### src/rtl/tl_ul_buffer.sv
// tl_ul_buffer: registered TL-UL buffer stage for the 32-bit peripheral bus.
//
// It sits between the crossbar (in side) and the peripheral fabric (out side).
// There is one independent circular FIFO per direction:
//   A channel (requests):  auto_in_a_*  -> FIFO -> auto_out_a_*
//   D channel (responses): auto_out_d_* -> FIFO -> auto_in_d_*
//
// Each FIFO stores every bits_* field of a beat as one packed word per entry.
// The ready signal depends only on the occupancy count, never on a ready input.
// The valid signal and bits come straight from registers.
// A beat written into a FIFO becomes visible on the far side one cycle later.
// A depth of 0 turns that channel into plain wires.
//
// Parameters:
//   A_DEPTH  A-channel entries, 0..8 (0 = wire-through)
//   D_DEPTH  D-channel entries, 0..8 (0 = wire-through)
// Ports:
//   clock, reset         clock, async active-high reset
//   auto_in_a_*          A beats from the crossbar (ready is an output)
//   auto_in_d_*          D beats back to the crossbar (ready is an input)
//   auto_out_a_*         A beats to the fabric (ready is an input)
//   auto_out_d_*         D beats from the fabric (ready is an output)
module tl_ul_buffer #(
  parameter int unsigned A_DEPTH = 2,
  parameter int unsigned D_DEPTH = 2
) (
  input  logic        clock,
  input  logic        reset,
  // A channel, crossbar side
  output logic        auto_in_a_ready,
  input  logic        auto_in_a_valid,
  input  logic [2:0]  auto_in_a_bits_opcode,
  input  logic [2:0]  auto_in_a_bits_param,
  input  logic [3:0]  auto_in_a_bits_size,
  input  logic [4:0]  auto_in_a_bits_source,
  input  logic [27:0] auto_in_a_bits_address,
  input  logic [3:0]  auto_in_a_bits_mask,
  input  logic [31:0] auto_in_a_bits_data,
  input  logic        auto_in_a_bits_corrupt,
  // D channel, crossbar side
  input  logic        auto_in_d_ready,
  output logic        auto_in_d_valid,
  output logic [2:0]  auto_in_d_bits_opcode,
  output logic [1:0]  auto_in_d_bits_param,
  output logic [3:0]  auto_in_d_bits_size,
  output logic [4:0]  auto_in_d_bits_source,
  output logic        auto_in_d_bits_sink,
  output logic        auto_in_d_bits_denied,
  output logic [31:0] auto_in_d_bits_data,
  output logic        auto_in_d_bits_corrupt,
  // A channel, fabric side
  input  logic        auto_out_a_ready,
  output logic        auto_out_a_valid,
  output logic [2:0]  auto_out_a_bits_opcode,
  output logic [2:0]  auto_out_a_bits_param,
  output logic [3:0]  auto_out_a_bits_size,
  output logic [4:0]  auto_out_a_bits_source,
  output logic [27:0] auto_out_a_bits_address,
  output logic [3:0]  auto_out_a_bits_mask,
  output logic [31:0] auto_out_a_bits_data,
  output logic        auto_out_a_bits_corrupt,
  // D channel, fabric side
  output logic        auto_out_d_ready,
  input  logic        auto_out_d_valid,
  input  logic [2:0]  auto_out_d_bits_opcode,
  input  logic [1:0]  auto_out_d_bits_param,
  input  logic [3:0]  auto_out_d_bits_size,
  input  logic [4:0]  auto_out_d_bits_source,
  input  logic        auto_out_d_bits_sink,
  input  logic        auto_out_d_bits_denied,
  input  logic [31:0] auto_out_d_bits_data,
  input  logic        auto_out_d_bits_corrupt
);

  localparam int unsigned AW = 80;  // packed A payload width
  localparam int unsigned DW = 49;  // packed D payload width

  logic [AW-1:0] a_enq_pl, a_deq_pl;
  logic [DW-1:0] d_enq_pl, d_deq_pl;

  // The same field order is used for packing and unpacking.
  // Stored words are therefore never reinterpreted.
  assign a_enq_pl = {auto_in_a_bits_opcode, auto_in_a_bits_param, auto_in_a_bits_size,
                     auto_in_a_bits_source, auto_in_a_bits_address, auto_in_a_bits_mask,
                     auto_in_a_bits_data, auto_in_a_bits_corrupt};
  assign {auto_out_a_bits_opcode, auto_out_a_bits_param, auto_out_a_bits_size,
          auto_out_a_bits_source, auto_out_a_bits_address, auto_out_a_bits_mask,
          auto_out_a_bits_data, auto_out_a_bits_corrupt} = a_deq_pl;

  assign d_enq_pl = {auto_out_d_bits_opcode, auto_out_d_bits_param, auto_out_d_bits_size,
                     auto_out_d_bits_source, auto_out_d_bits_sink, auto_out_d_bits_denied,
                     auto_out_d_bits_data, auto_out_d_bits_corrupt};
  assign {auto_in_d_bits_opcode, auto_in_d_bits_param, auto_in_d_bits_size,
          auto_in_d_bits_source, auto_in_d_bits_sink, auto_in_d_bits_denied,
          auto_in_d_bits_data, auto_in_d_bits_corrupt} = d_deq_pl;

  // ---------------------------------------------------------------------------
  // A channel: auto_in_a -> auto_out_a
  // ---------------------------------------------------------------------------
  if (A_DEPTH == 0) begin : g_a_wire
    assign a_deq_pl         = a_enq_pl;
    assign auto_out_a_valid = auto_in_a_valid;
    assign auto_in_a_ready  = auto_out_a_ready;
  end else begin : g_a_fifo
    localparam int unsigned PtrW = (A_DEPTH > 1) ? $clog2(A_DEPTH) : 1;
    localparam int unsigned CntW = $clog2(A_DEPTH + 1);

    logic [AW-1:0]   mem_q [A_DEPTH];
    logic [PtrW-1:0] rd_ptr_q, rd_ptr_d, wr_ptr_q, wr_ptr_d;
    logic [CntW-1:0] cnt_q, cnt_d;
    logic            enq, deq;

    assign auto_in_a_ready  = (cnt_q != CntW'(A_DEPTH));
    assign auto_out_a_valid = (cnt_q != '0);
    assign a_deq_pl         = mem_q[rd_ptr_q];

    assign enq = auto_in_a_valid & auto_in_a_ready;
    assign deq = auto_out_a_valid & auto_out_a_ready;

    always_comb begin
      rd_ptr_d = rd_ptr_q;
      wr_ptr_d = wr_ptr_q;
      cnt_d    = cnt_q;
      // Explicit wrap so that depths which are not a power of two work.
      if (enq) begin
        wr_ptr_d = (wr_ptr_q == PtrW'(A_DEPTH - 1)) ? '0 : wr_ptr_q + PtrW'(1);
      end
      if (deq) begin
        rd_ptr_d = (rd_ptr_q == PtrW'(A_DEPTH - 1)) ? '0 : rd_ptr_q + PtrW'(1);
      end
      case ({enq, deq})
        2'b10:   cnt_d = cnt_q + CntW'(1);
        2'b01:   cnt_d = cnt_q - CntW'(1);
        default: cnt_d = cnt_q;
      endcase
    end

    always_ff @(posedge clock or posedge reset) begin
      if (reset) begin
        rd_ptr_q <= '0;
        wr_ptr_q <= '0;
        cnt_q    <= '0;
        // Cleared storage keeps the bits outputs at zero out of reset.
        for (int i = 0; i < int'(A_DEPTH); i++) begin
          mem_q[i] <= '0;
        end
      end else begin
        rd_ptr_q <= rd_ptr_d;
        wr_ptr_q <= wr_ptr_d;
        cnt_q    <= cnt_d;
        if (enq) begin
          mem_q[wr_ptr_q] <= a_enq_pl;
        end
      end
    end
  end

  // ---------------------------------------------------------------------------
  // D channel: auto_out_d -> auto_in_d
  // ---------------------------------------------------------------------------
  if (D_DEPTH == 0) begin : g_d_wire
    assign d_deq_pl         = d_enq_pl;
    assign auto_in_d_valid  = auto_out_d_valid;
    assign auto_out_d_ready = auto_in_d_ready;
  end else begin : g_d_fifo
    localparam int unsigned PtrW = (D_DEPTH > 1) ? $clog2(D_DEPTH) : 1;
    localparam int unsigned CntW = $clog2(D_DEPTH + 1);

    logic [DW-1:0]   mem_q [D_DEPTH];
    logic [PtrW-1:0] rd_ptr_q, rd_ptr_d, wr_ptr_q, wr_ptr_d;
    logic [CntW-1:0] cnt_q, cnt_d;
    logic            enq, deq;

    assign auto_out_d_ready = (cnt_q != CntW'(D_DEPTH));
    assign auto_in_d_valid  = (cnt_q != '0);
    assign d_deq_pl         = mem_q[rd_ptr_q];

    assign enq = auto_out_d_valid & auto_out_d_ready;
    assign deq = auto_in_d_valid & auto_in_d_ready;

    always_comb begin
      rd_ptr_d = rd_ptr_q;
      wr_ptr_d = wr_ptr_q;
      cnt_d    = cnt_q;
      if (enq) begin
        wr_ptr_d = (wr_ptr_q == PtrW'(D_DEPTH - 1)) ? '0 : wr_ptr_q + PtrW'(1);
      end
      if (deq) begin
        rd_ptr_d = (rd_ptr_q == PtrW'(D_DEPTH - 1)) ? '0 : rd_ptr_q + PtrW'(1);
      end
      case ({enq, deq})
        2'b10:   cnt_d = cnt_q + CntW'(1);
        2'b01:   cnt_d = cnt_q - CntW'(1);
        default: cnt_d = cnt_q;
      endcase
    end

    always_ff @(posedge clock or posedge reset) begin
      if (reset) begin
        rd_ptr_q <= '0;
        wr_ptr_q <= '0;
        cnt_q    <= '0;
        for (int i = 0; i < int'(D_DEPTH); i++) begin
          mem_q[i] <= '0;
        end
      end else begin
        rd_ptr_q <= rd_ptr_d;
        wr_ptr_q <= wr_ptr_d;
        cnt_q    <= cnt_d;
        if (enq) begin
          mem_q[wr_ptr_q] <= d_enq_pl;
        end
      end
    end
  end

endmodule

### config.mk
export PLATFORM = sky130hd
export DESIGN_NAME = tl_ul_buffer
export DESIGN_NICKNAME = d
export VERILOG_FILES = /design/src/rtl/tl_ul_buffer.sv
export SDC_FILE = /design/constraint.sdc
export NUM_CORES = 1
export LEC_CHECK = 0
export ABC_AREA = 1
export CORE_AREA = 2 2 194 196
export CTS_CLUSTER_SIZE = 28
export DETAILED_ROUTE_END_ITERATION = 16
export DIE_AREA = 0 0 196 198
export HOLD_SLACK_MARGIN = 0.12
export PLACE_DENSITY = 0.62
export REMOVE_ABC_BUFFERS = 1
export SLEW_MARGIN = 30
export SYNTH_ARGS = -nofsm -noshare
export SYNTH_HDL_FRONTEND = slang
export SYNTH_SLANG_ARGS = --single-unit
### constraint.sdc
create_clock -name clock -period 19.7 [get_ports clock]
set_input_delay 1.97 -clock clock [delete_from_list [all_inputs] [get_ports clock]]
set_output_delay 1.97 -clock clock [all_outputs]
set_load 0.05 [all_outputs]
==> results.md, run 1 <==
* Outcome: finished, final reports clean
* Routed vias at 11,838
* Crit path to: auto_out_a_bits_address[22]
* Area contributors post-synth: dfrtp_1 53%, nand2_1 27%, nand4_1 13%, clkbuf_1 2.1%, buf_6 1.6%
* Worst Reg2Reg Path Length in Cells at 6
* Share of layout cells above drive strength 1 at about 4.5%
* Post-synth top area cell: dfrtp_1
* Maxcap violations at 0
* Mean Syn Cell Area at 7.820 um^2
* Mapped Cells at 1,620
* Worst reg2reg path endpoint: g_a_fifo.mem_q[84]
* Final min period at 4.972 ns
* Setup repair bufs after CTS at 0
* Met2 WL at 17,790 um
* Chip Height at around 200 um
* Final WL at about 40,000 um
* Cell Rows at 71
* Worst setup path startpoint: g_a_fifo.rd_ptr_q
* Max Transition Viols Final at 0
* # IOs at 268
* Vias per inst at between 5 and 6
* Gate power share at approximately 56%
* 1st-pass router iterations at 5
* CP max FO at 58
* DRC errors left at 0
* RD Place Congestion at 0.8180
* Clock power share at 16.0%
* Met3 WL at 4007 um
* Top cell type's share of synthesized area at 52.54%
* GRT Overall Usage at 20.65%
* CP required at approximately 18 ns
* Gr ovfl total at 0
* Count of final setup violators at 0
* Starting density of the core at 34.28%
* Cts-stage hold buffer count at 0
* Worst skew pair latency at 0.56 ns
* Pint at between 1.5 and 2 mW
* Crit path arrival time at approximately 3.0 ns
* Reg clk slew, reported paths at 0.06 ns
* Pwr per Cell Area at 212.1 nW/um^2
* Reg-to-reg startpoint: g_a_fifo.cnt_q[0]
* Antenna violations before repair at 6
* CTS sink cnt at 266
* CTS Buf Count at 31
* M1 wire length at 18,010 um
* Final nets at 1,936
* Max Freq at approximately 200 MHz
* Die area at 38,810 um^2
* Share of the yosys chip area belonging to registers at 52.54%
* CTS tree: done
* CP Capture Type: output pin
* Cell Area, Synth at 12,670 um^2
* Routed Antenna Nets at 0
* Clock Skews at 0.01705 ns
* Max_slew headroom at 37.16%
* Post-DP Area at 15,390 um^2
* NetSw at 1.765 mW
* Peak supply drop at ~140 uV
* Distinct cell type count after synthesis at 17
* Leak at ~8.3 nW
* Final HPWL DP at 23,570 um
* DR iter-0 viols at 1,029
* Synth Warn # at 0
* Post-CTS resize count at 0
* PortBufs at between 200 and 300
* R2r setup slk at 17.12 ns
* Synth-to-layout area growth at 29.26%
* Max Buffers Root-to-Sink at 3
* Final hold violations at 0
* Chip width at 196 um
* Critical path class: reg2out
* RSZ-0062 raised after global routing: no
* Max Used Layer: met5
* First-pass GRT wire length at 64,590 um
* Setup crit start kind: flip-flop
* Routed WL per cell at 17.60 um
* Worst hold path type: reg2reg
* Core area at 36,960 um^2
* Fin area at 16,380 um^2
* Vias in the first global route at 11,187
* H-Tree Depth at 1
* Fin Setup TNS at 0 ns
* Seq cells post-synth at between 200 and 300
* Reg power frac at 27.8%
* Clock tree root buffer cell: clkbuf_16
* Largest net degree at the start of global routing at roughly 150
* Worst slew pin tran at 0.9427 ns
* Final Cycle Share at 25.24%
* Sw Ratio at between 50% and 60%
## synth_stat cells
master and number:
nand4_1 260, buf_4 6, ha_1 2, nand3_4 1
dfrtp_1 266, clkbuf_1 72, buf_12 1, inv_1 10
inv_2 5, xnor2_1 2, buf_1 5, nand2_1 926
nand2_2 1, buf_6 18, nand3_1 6, nand3_2 1
buf_2 38
## worst min-delay path by stage
stage | from | endpoint | cells after the start
floorplan | g_a_fifo.mem_q[0] | g_a_fifo.mem_q[0] | 2
global placement | g_a_fifo.mem_q[67] | g_a_fifo.mem_q[67] | 2
detailed placement | g_a_fifo.mem_q[9] | g_a_fifo.mem_q[9] | 2
CTS | g_d_fifo.mem_q[76] | g_d_fifo.mem_q[76] | 2
global route | g_d_fifo.mem_q[12] | g_d_fifo.mem_q[12] | 2
finish | g_d_fifo.mem_q[76] | g_d_fifo.mem_q[76] | 2
## flip-flops by register name, summed over array words and instances (netlist names)
register and cells:
g_d_fifo.wr_ptr_q 1, g_a_fifo.cnt_q 2, g_d_fifo.rd_ptr_q 1, g_d_fifo.cnt_q 2, g_a_fifo.wr_ptr_q 1, g_a_fifo.mem_q 160, g_a_fifo.rd_ptr_q 1, g_d_fifo.mem_q 98
## worst max-delay path, stage by stage, from the launching register on
cell             delay [ns]
dfrtp_2                0.40
inv_2                  0.37
buf_4                  0.59
nand2_1                0.12
nand2_1                0.09
clkdlybuf4s50_1        0.80
## logic make-up (layout without fill, tap and decap cells)
family | count (synthesis) | in the layout | synth area share (%)
other cells | 0 | 4 | 0
buf+inv | 155 | 354 | 6.341
xor+xnor | 2 | 2 | 0.1383
simple gates | 1195 | 1195 | 40.78
fa+ha+maj | 2 | 2 | 0.1975
flops | 266 | 266 | 52.54
## cells in the final DEF, fill, tap and decap left out, types with 2 or more instances in the layout
master / netlist / routed
buf_4: 6 / 17
buf_6: 18 / 2
bufinv_16: 0 / 2
clkbuf_1: 72 / 7
clkbuf_16: 0 / 31
clkbuf_8: 0 / 4
clkdlybuf4s50_1: 0 / 265
clkinv_2: 0 / 6
clkinvlp_4: 0 / 3
dfrtp_1: 266 / 263
dfrtp_2: 0 / 3
diode_2: 0 / 4
ha_1: 2 / 2
inv_1: 10 / 9
inv_2: 5 / 3
inv_4: 0 / 2
nand2_1: 926 / 925
nand3_1: 6 / 4
nand3_2: 1 / 2
nand3_4: 1 / 2
nand4_1: 260 / 260
xnor2_1: 2 / 2
## power groups by stage
stage | sequential (mW) | clock (mW) | combinational (mW)
4_1_cts | 0.963 | 0.573 | 1.97
3_5_place_dp | 0.965 | 0 | 1.97
5_1_grt | 0.996 | 0.595 | 2.11
3_3_place_gp | 0.965 | 0 | 1.94
2_1_floorplan | 0.965 | 0 | 1.26
6_report | 0.965 | 0.555 | 1.95
## area by class of cell
type / count / area, um^2
fillers: 3646 / 20580
diodes: 4 / 10.01
inverters: 15 / 73.82
multi-input cells: 1199 / 5234
flip-flops and latches: 266 / 6660
well taps: 474 / 593.1
clock inverters: 11 / 112.6
clock buffers: 42 / 857.1
repair buffers: 286 / 2835
## stage by stage
step	instances	power [mW]	utilization [%]	setup WS, ns	hold slack [ns]
after global placement	2239	2.905	41.54	15.36	0.4526
final	2297	3.473	44.31	14.73	0.4679
after global routing	2294	3.705	44.29	14.54	0.4863
after floorplan	1480	2.223	-	10.40	0.4417
after detailed placement	2240	2.931	41.64	15.28	0.4579
after CTS	2293	3.505	44.26	14.68	0.4723
## layer usage
metal | vias up | GRT usage, %
met1 | 5635 | 29.54
met2 | 492 | 31.20
li1 | 5656 | -
met3 | 49 | 6.115
met4 | 6 | 3.844
met5 | - | 0
(Power assumes the default switching activity.)
==> inputs of run 2 (changes only) <==
==> constraint.sdc (replaced) <==
create_clock -name clock -period 5.1 [get_ports clock]
set_input_delay 0.51 -clock clock [delete_from_list [all_inputs] [get_ports clock]]
set_output_delay 0.51 -clock clock [all_outputs]
set_load 0.05 [all_outputs]
==> run 2 against run 1 <==
Net effect: sequential power grew to 3.9 times the previous value; critical path type unchanged; critical path depth is the same; clock power rose to 4.2 times the previous value.
==> results.md, run 2 (same netlist as run 1, synthesis figures left out) <==
* CP required at 4.59 ns (was 17.73 ns)
* CP Capture Type: output pin (unchanged)
* DR iter-0 viols at 907 (was 1,029)
* Final hold violations at 0 (unchanged)
* Worst reg2reg path endpoint: g_a_fifo.mem_q[4] (was g_a_fifo.mem_q[84])
* CTS Buf Count at 34 (was 31)
* Core area at 36,960 um^2 (unchanged)
* Max_slew headroom at 33.95% (was 37.16%)
* PortBufs at 267 (unchanged)
* Largest regs: g_a_fifo.mem_q (160), g_d_fifo.mem_q (98) (unchanged)
* Post-DP Area at 15,410 um^2 (was 15,390 um^2)
* Post-CTS resize count at 0 (unchanged)
* Worst hold path type: reg2reg (unchanged)
* Clock power share at 17.1% (was 16.0%)
* Most frequent cells in the layout: 925 x nand2_1, 265 x clkdlybuf4s50_1, 263 x dfrtp_1 (unchanged)
* Top cell by count, worst path: nand2_1 (unchanged)
* Routed Antenna Nets at 0 (unchanged)
* Max reg flops at 160 (unchanged)
* Chip Height at 198 um (unchanged)
* Max Freq at 276.3 MHz
* RSZ-0062 raised after global routing: no (unchanged)
* Worst setup path startpoint: g_a_fifo.rd_ptr_q (unchanged)
* NetSw at 6.858 mW (was 1.765 mW)
* Final nets at 1,940 (was 1,936)
* Outcome: finished, final reports clean (unchanged)
* Gr ovfl total at 0 (unchanged)
* Antenna violations before repair at 8 (was 6)
* Clock tree root buffer cell: clkbuf_16 (unchanged)
* Setup repair bufs after CTS at 0 (unchanged)
* Max Buffers Root-to-Sink at 3 (unchanged)
* Crit path to: auto_out_a_bits_data[13] (was auto_out_a_bits_address[22])
* Reg clk slew, reported paths at 0.06 ns (about the same)
* Worst slew pin tran at 0.9908 ns (was 0.9427 ns)
* RD Place Congestion at 0.7868 (was 0.8180)
* Cts-stage hold buffer count at 0 (unchanged)
* Reg-to-reg startpoint: g_a_fifo.cnt_q[0] (unchanged)
* Routed vias at 11,742 (was 11,838)
* Top Usage Layer GRT: met2 (unchanged)
* Worst Reg2Reg Path Length in Cells at 6 (unchanged)
* Met1 GRT Util at 28.14% (was 29.54%)
* Reg power frac at 27.5% (was 27.8%)
* CTS tree: done (unchanged)
* H-Tree Depth at 2 (was 1)
* Grt met3 use at 6.183% (was 6.115%)
* Met2 global-route usage at 31.49% (was 31.20%)
* Setup crit start kind: flip-flop (unchanged)
* Max Transition Viols Final at 0 (unchanged)
* Pwr per Cell Area at 823.2 nW/um^2 (was 212.1 nW/um^2)
* 1st-pass router iterations at 4 (was 5)
* Fin area at 16,520 um^2 (was 16,380 um^2)
* R2r setup slk at 2.67 ns (was 17.12 ns)
* Most flop-heavy register: g_a_fifo.mem_q (unchanged)
* Clock Skews at 0.01892 ns (was 0.01705 ns)
* Final min period at 3.620 ns
* Final Util at 44.69% (was 44.31%)
* CP max FO at 45 (was 58)
* Pint at 6.739 mW (was 1.708 mW)
* Sw Ratio at 50.44% (was 50.81%)
* First-pass GRT wire length at 63,530 um (was 64,590 um)
* Worst path max stage delay at 0.80 ns (about the same)
* Routed WL per cell at 17.32 um (was 17.60 um)
* GRT Overall Usage at 20.42% (was 20.65%)
* Vias in the first global route at 11,215 (was 11,187)
* Share of layout cells above drive strength 1 at 4.765% (was 4.508%)
* Peak supply drop at 536.5 uV (was 139.9 uV)
* Vias per inst at 5.099 (was 5.154)
* Worst skew pair latency at 0.52 ns (was 0.56 ns)
* Starting density of the core at 34.28% (unchanged)
* DRC errors left at 0 (unchanged)
* Critical Path, Cell by Cell: inv_2 -> buf_4 -> nand2_1 -> nand2_1 -> clkdlybuf4s50_1 (unchanged)
* Total power at 13.60 mW (was 3.473 mW)
* Final HPWL DP at 23,300 um (was 23,570 um)
* Final WL at 39,880 um (was 40,420 um)
* Critical-path top delay cell: clkdlybuf4s50_1 (unchanged)
* CTS sink cnt at 266 (unchanged)
* Leak at 8.416 nW (was 8.349 nW)
* Synth-to-layout area growth at 30.38% (was 29.26%)
* Die area at 38,810 um^2 (unchanged)
* # IOs at 268 (unchanged)
* Most common cell after layout, fill and taps aside: nand2_1 (unchanged)
* Hold Slack at 0.4687 ns (was 0.4679 ns)
* Critical path class: reg2out (unchanged)
* Largest net degree at the start of global routing at 111 (was 148)
* Gate power share at 55.3% (was 56.2%)
* Maxcap violations at 0 (unchanged)
* Cell Rows at 71 (unchanged)
* Final Cycle Share at 70.98%
* Crit path arrival time at 3.11 ns (was 3.00 ns)
* Count of final setup violators at 0 (unchanged)
* Chip width at 196 um (unchanged)
[run 2: cell count changes in the layout (fill, tap and decap cells not counted), moves of 2 or more]
cell	before	now
inv_4	2	0
clkinv_2	6	4
buf_12	0	5
buf_4	17	14
clkbuf_1	7	9
clkbuf_16	31	35
inv_6	0	2
[run 2: how the worst min path moves through the flow]
| stage | start | end | cells past startpoint | slack [ns] |
|---|---|---|---|---|
| finish | g_d_fifo.mem_q[4] | g_d_fifo.mem_q[4] | 2 | 0.47 |
| CTS | g_a_fifo.mem_q[37] | g_a_fifo.mem_q[37] | 2 | 0.47 |
| global placement | g_a_fifo.mem_q[37] | g_a_fifo.mem_q[37] | 2 | 0.45 |
| global route | g_a_fifo.mem_q[117] | g_a_fifo.mem_q[117] | 2 | 0.49 |
| floorplan | g_a_fifo.mem_q[0] | g_a_fifo.mem_q[0] | 2 | 0.44 |
| detailed placement | g_a_fifo.mem_q[16] | g_a_fifo.mem_q[16] | 2 | 0.46 |
[run 2: layout make-up]
| class | instances | area, um^2 |
|---|---|---|
| multi-input combinational | 1199 | 5234 |
| clock inverter | 10 | 93.84 |
| clock buffer | 49 | 978.4 |
| sequential | 266 | 6660 |
| timing repair buffer | 287 | 2885 |
| inverter | 15 | 65.06 |
| fill | 3679 | 20440 |
| antenna | 3 | 7.507 |
| tap | 474 | 593.1 |
[run 2: stage by stage]
step	setup slack [ns]	TNS, ns	std cells
after floorplan	-2.735	-727.58	1480
after global placement	2.061	0	2237
after detailed placement	1.959	0	2240
after CTS	1.386	0	2299
after global routing	1.305	0	2302
final	1.480	0	2303
[run 2: worst max-delay path: cells and delay by family, from the launching register on]
kind          cells  cell delay [ns]
buf+inv           3             1.95
flops             1             0.40
simple gates      2             0.19
[run 2: power by group through the flow]
| stage | sequential, mW | combinational [mW] | clock, mW |
|---|---|---|---|
| 2_1_floorplan | 3.73 | 4.86 | 0 |
| 5_1_grt | 3.87 | 8.14 | 2.48 |
| 6_report | 3.75 | 7.52 | 2.33 |
| 4_1_cts | 3.74 | 7.58 | 2.40 |
| 3_3_place_gp | 3.74 | 7.45 | 0 |
| 3_5_place_dp | 3.75 | 7.55 | 0 |
[run 2: routing by layer]
layer | vias up | share of wire, % | routed length (um)
met5 | - | 0.19 | 74
met4 | 10 | 1.7 | 675
met3 | 60 | 9.1 | 3631
met2 | 422 | 45 | 17760
met1 | 5582 | 44 | 17730
li1 | 5668 | - | -
==> inputs of run 3 (changes only) <==
==> constraint.sdc (replaced) <==
create_clock -name clock -period 3.6 [get_ports clock]
set_input_delay 0.36 -clock clock [delete_from_list [all_inputs] [get_ports clock]]
set_output_delay 0.36 -clock clock [all_outputs]
set_load 0.05 [all_outputs]
==> run 3 against run 2 <==
Net effect: non-clock buffer count is 2 higher; critical path depth is 1 lower; register-to-register slack worse by 1.1 ns; global-route usage is 0.10 points higher; die area stayed put; sequential share of layout area is 0.29 points higher; clock power is 44% higher; highest routed layer unchanged; power is 41% higher; via count is 0.57% higher; worst hold slack worse by 0.14 ns.
==> results.md, run 3 (same netlist as run 1, synthesis figures left out) <==
* CP max FO at 50 (was 45)
* Synth-to-layout area growth at 29.44% (was 30.38%)
* Clock Skews at 0.009190 ns (was 0.01892 ns)
* CTS sink cnt at 266 (unchanged)
* Maxcap violations at 0 (unchanged)
* Post-CTS resize count at 0 (unchanged)
* Fin Setup TNS at 0 ns (unchanged)
* Antenna violations before repair at 5 (was 8)
* Critical-path top delay cell: clkdlybuf4s50_1 (unchanged)
* Outcome: finished, final reports clean (unchanged)
* GRT Overall Usage at 20.52% (was 20.42%)
* Final nets at 1,942 (was 1,940)
* Chip width at 196 um (unchanged)
* RSZ-0062 raised after global routing: no (unchanged)
* Max Freq at 346.8 MHz
* Fillers at 3,665 (was 3,679)
* Clock tree root buffer cell: clkbuf_16 (unchanged)
* Pwr per Cell Area at 1167 nW/um^2 (was 823.2 nW/um^2)
* Total power at 19.14 mW (was 13.60 mW)
* Worst skew pair latency at 0.51 ns (was 0.52 ns)
* First-pass GRT wire length at 63,930 um (was 63,530 um)
* Largest regs: g_a_fifo.mem_q (160), g_d_fifo.mem_q (98) (unchanged)
* DRC errors left at 0 (unchanged)
* Setup crit start kind: flip-flop (unchanged)
* Largest net degree at the start of global routing at 102 (was 111)
* CP Capture Type: output pin (unchanged)
* Final hold violations at 0 (unchanged)
* Non-Filler Instances at 2,304 (was 2,303)
* 1st-pass router iterations at 7 (was 4)
* Count of final setup violators at 0 (unchanged)
* Worst slew pin tran at 0.9794 ns (was 0.9908 ns)
* PortBufs at 267 (unchanged)
* Most flop-heavy register: g_a_fifo.mem_q (unchanged)
* Gate power share at 55.0% (was 55.3%)
* Final Util at 44.37% (was 44.69%)
* RD Place Congestion at 0.7887 (was 0.7868)
* R2r setup slk at 1.58 ns (was 2.67 ns)
* Critical Path, Cell by Cell: inv_2 -> nand2_1 -> nand2_1 -> clkdlybuf4s50_1 (was inv_2 -> buf_4 -> nand2_1 -> nand2_1 -> clkdlybuf4s50_1)
* Hold Slack at 0.3298 ns (was 0.4687 ns)
* H-Tree Depth at 2 (unchanged)
* Starting density of the core at 34.28% (unchanged)
* Core area at 36,960 um^2 (unchanged)
* Reg power frac at 27.5% (about the same)
* NetSw at 9.726 mW (was 6.858 mW)
* Reg clk slew, reported paths at 0.06 ns (about the same)
* Final HPWL DP at 23,790 um (was 23,300 um)
* Most frequent cells in the layout: 925 x nand2_1, 263 x dfrtp_1, 260 x nand4_1 (was 925 x nand2_1, 265 x clkdlybuf4s50_1, 263 x dfrtp_1)
* Pint at 9.416 mW (was 6.739 mW)
* Final min period at 2.883 ns
* Max reg flops at 160 (unchanged)
* CP required at 3.24 ns (was 4.59 ns)
* Peak supply drop at 907.4 uV (was 536.5 uV)
* Setup repair bufs after CTS at 0 (unchanged)
* Max Buffers Root-to-Sink at 3 (unchanged)
* CTS Buf Count at 34 (unchanged)
* DR iter-0 viols at 897 (was 907)
* Clock power share at 17.6% (was 17.1%)
* Leak at 8.569 nW (was 8.416 nW)
* Vias per inst at 5.125 (was 5.099)
* Placed insts at 2,242 (was 2,240)
* Routed WL per cell at 17.42 um (was 17.32 um)
* Top cell by count, worst path: nand2_1 (unchanged)
* Max_slew headroom at 34.71% (was 33.95%)
* Gr ovfl total at 0 (unchanged)
* Cts-stage hold buffer count at 0 (unchanged)
* Final WL at 40,140 um (was 39,880 um)
* Max Transition Viols Final at 0 (unchanged)
* Critical path class: reg2out (unchanged)
* # IOs at 268 (unchanged)
* Share of layout cells above drive strength 1 at 9.300% (was 4.765%)
* Sw Ratio at 50.81% (was 50.44%)
* Crit path arrival time at 2.52 ns (was 3.11 ns)
* Worst hold path type: in2async (was reg2reg)
* Vias in the first global route at 11,230 (was 11,215)
* Worst reg2reg path endpoint: g_a_fifo.mem_q[126] (was g_a_fifo.mem_q[4])
* Final Cycle Share at 80.10%
* CTS tree: done (unchanged)
* Worst path max stage delay at 0.80 ns (about the same)
* Die area at 38,810 um^2 (unchanged)
* Chip Height at 198 um (unchanged)
* Routed vias at 11,809 (was 11,742)
* Routed Antenna Nets at 0 (unchanged)
* Most common cell after layout, fill and taps aside: nand2_1 (unchanged)
* Cell Rows at 71 (unchanged)
* Reg-to-reg startpoint: g_a_fifo.cnt_q[0] (unchanged)
* Worst Reg2Reg Path Length in Cells at 6 (unchanged)
==> run 3: per-layer routing <==
layer | track usage, % | part of all wire, % | routed length, um
met3 | 6.115 | 9.4 | 3792
met5 | 0 | 0.11 | 43
met2 | 30.92 | 44 | 17470
met4 | 4.770 | 1.6 | 654
met1 | 29.01 | 45 | 18180
==> run 3: cell type report <==
class / count / area [um^2] / area share [%]
Inverter: 15 / 63.81 / 0.3891
Timing Repair Buffer: 289 / 2731 / 16.66
Clock inverter: 6 / 35.03 / 0.2136
Tap cell: 474 / 593.1 / 3.617
Clock buffer: 53 / 1076 / 6.562
Sequential cell: 266 / 6660 / 40.62
Antenna cell: 2 / 5.005 / 0.03052
Multi-Input combinational cell: 1199 / 5234 / 31.92
==> run 3: worst max path at each step <==
stage	start	to	slack (ns)	cells after the start
3_3_place_gp	g_a_fifo.rd_ptr_q	auto_out_a_bits_data[4]	1.31	5
2_1_floorplan	reset	g_a_fifo.cnt_q[0]	-4.09	1
4_1_cts	g_d_fifo.rd_ptr_q	auto_in_d_bits_data[31]	0.69	4
5_1_grt	g_d_fifo.rd_ptr_q	auto_in_d_bits_size[3]	0.57	4
3_5_place_dp	g_d_fifo.rd_ptr_q	auto_in_d_bits_data[31]	1.24	4
6_report	g_d_fifo.rd_ptr_q	auto_in_d_bits_data[23]	0.72	4
==> run 3: critical path, delay by kind of cell, from the launching register on <==
| kind | cells | cell delay [ns] |
|---|---|---|
| and+or+nand+nor | 2 | 0.23 |
| DFF | 1 | 0.38 |
| buffers and inverters | 2 | 1.38 |
==> run 3: per-stage QoR <==
stage          cell area, um^2  setup WS [ns]
6_report                 16400         0.7165
3_3_place_gp             15250          1.310
4_1_cts                  16370         0.6910
2_1_floorplan            11920         -4.085
3_5_place_dp             15260          1.244
5_1_grt                  16390         0.5706
==> run 3: power groups by stage <==
| stage | sequential, mW | clock [mW] | combinational [mW] |
|---|---|---|---|
| finish | 5.26 | 3.36 | 10.5 |
| CTS | 5.24 | 3.45 | 10.6 |
| floorplan | 5.28 | 0 | 6.88 |
| global route | 5.43 | 3.56 | 11.4 |
| global placement | 5.28 | 0 | 10.4 |
| detailed placement | 5.27 | 0 | 10.5 |
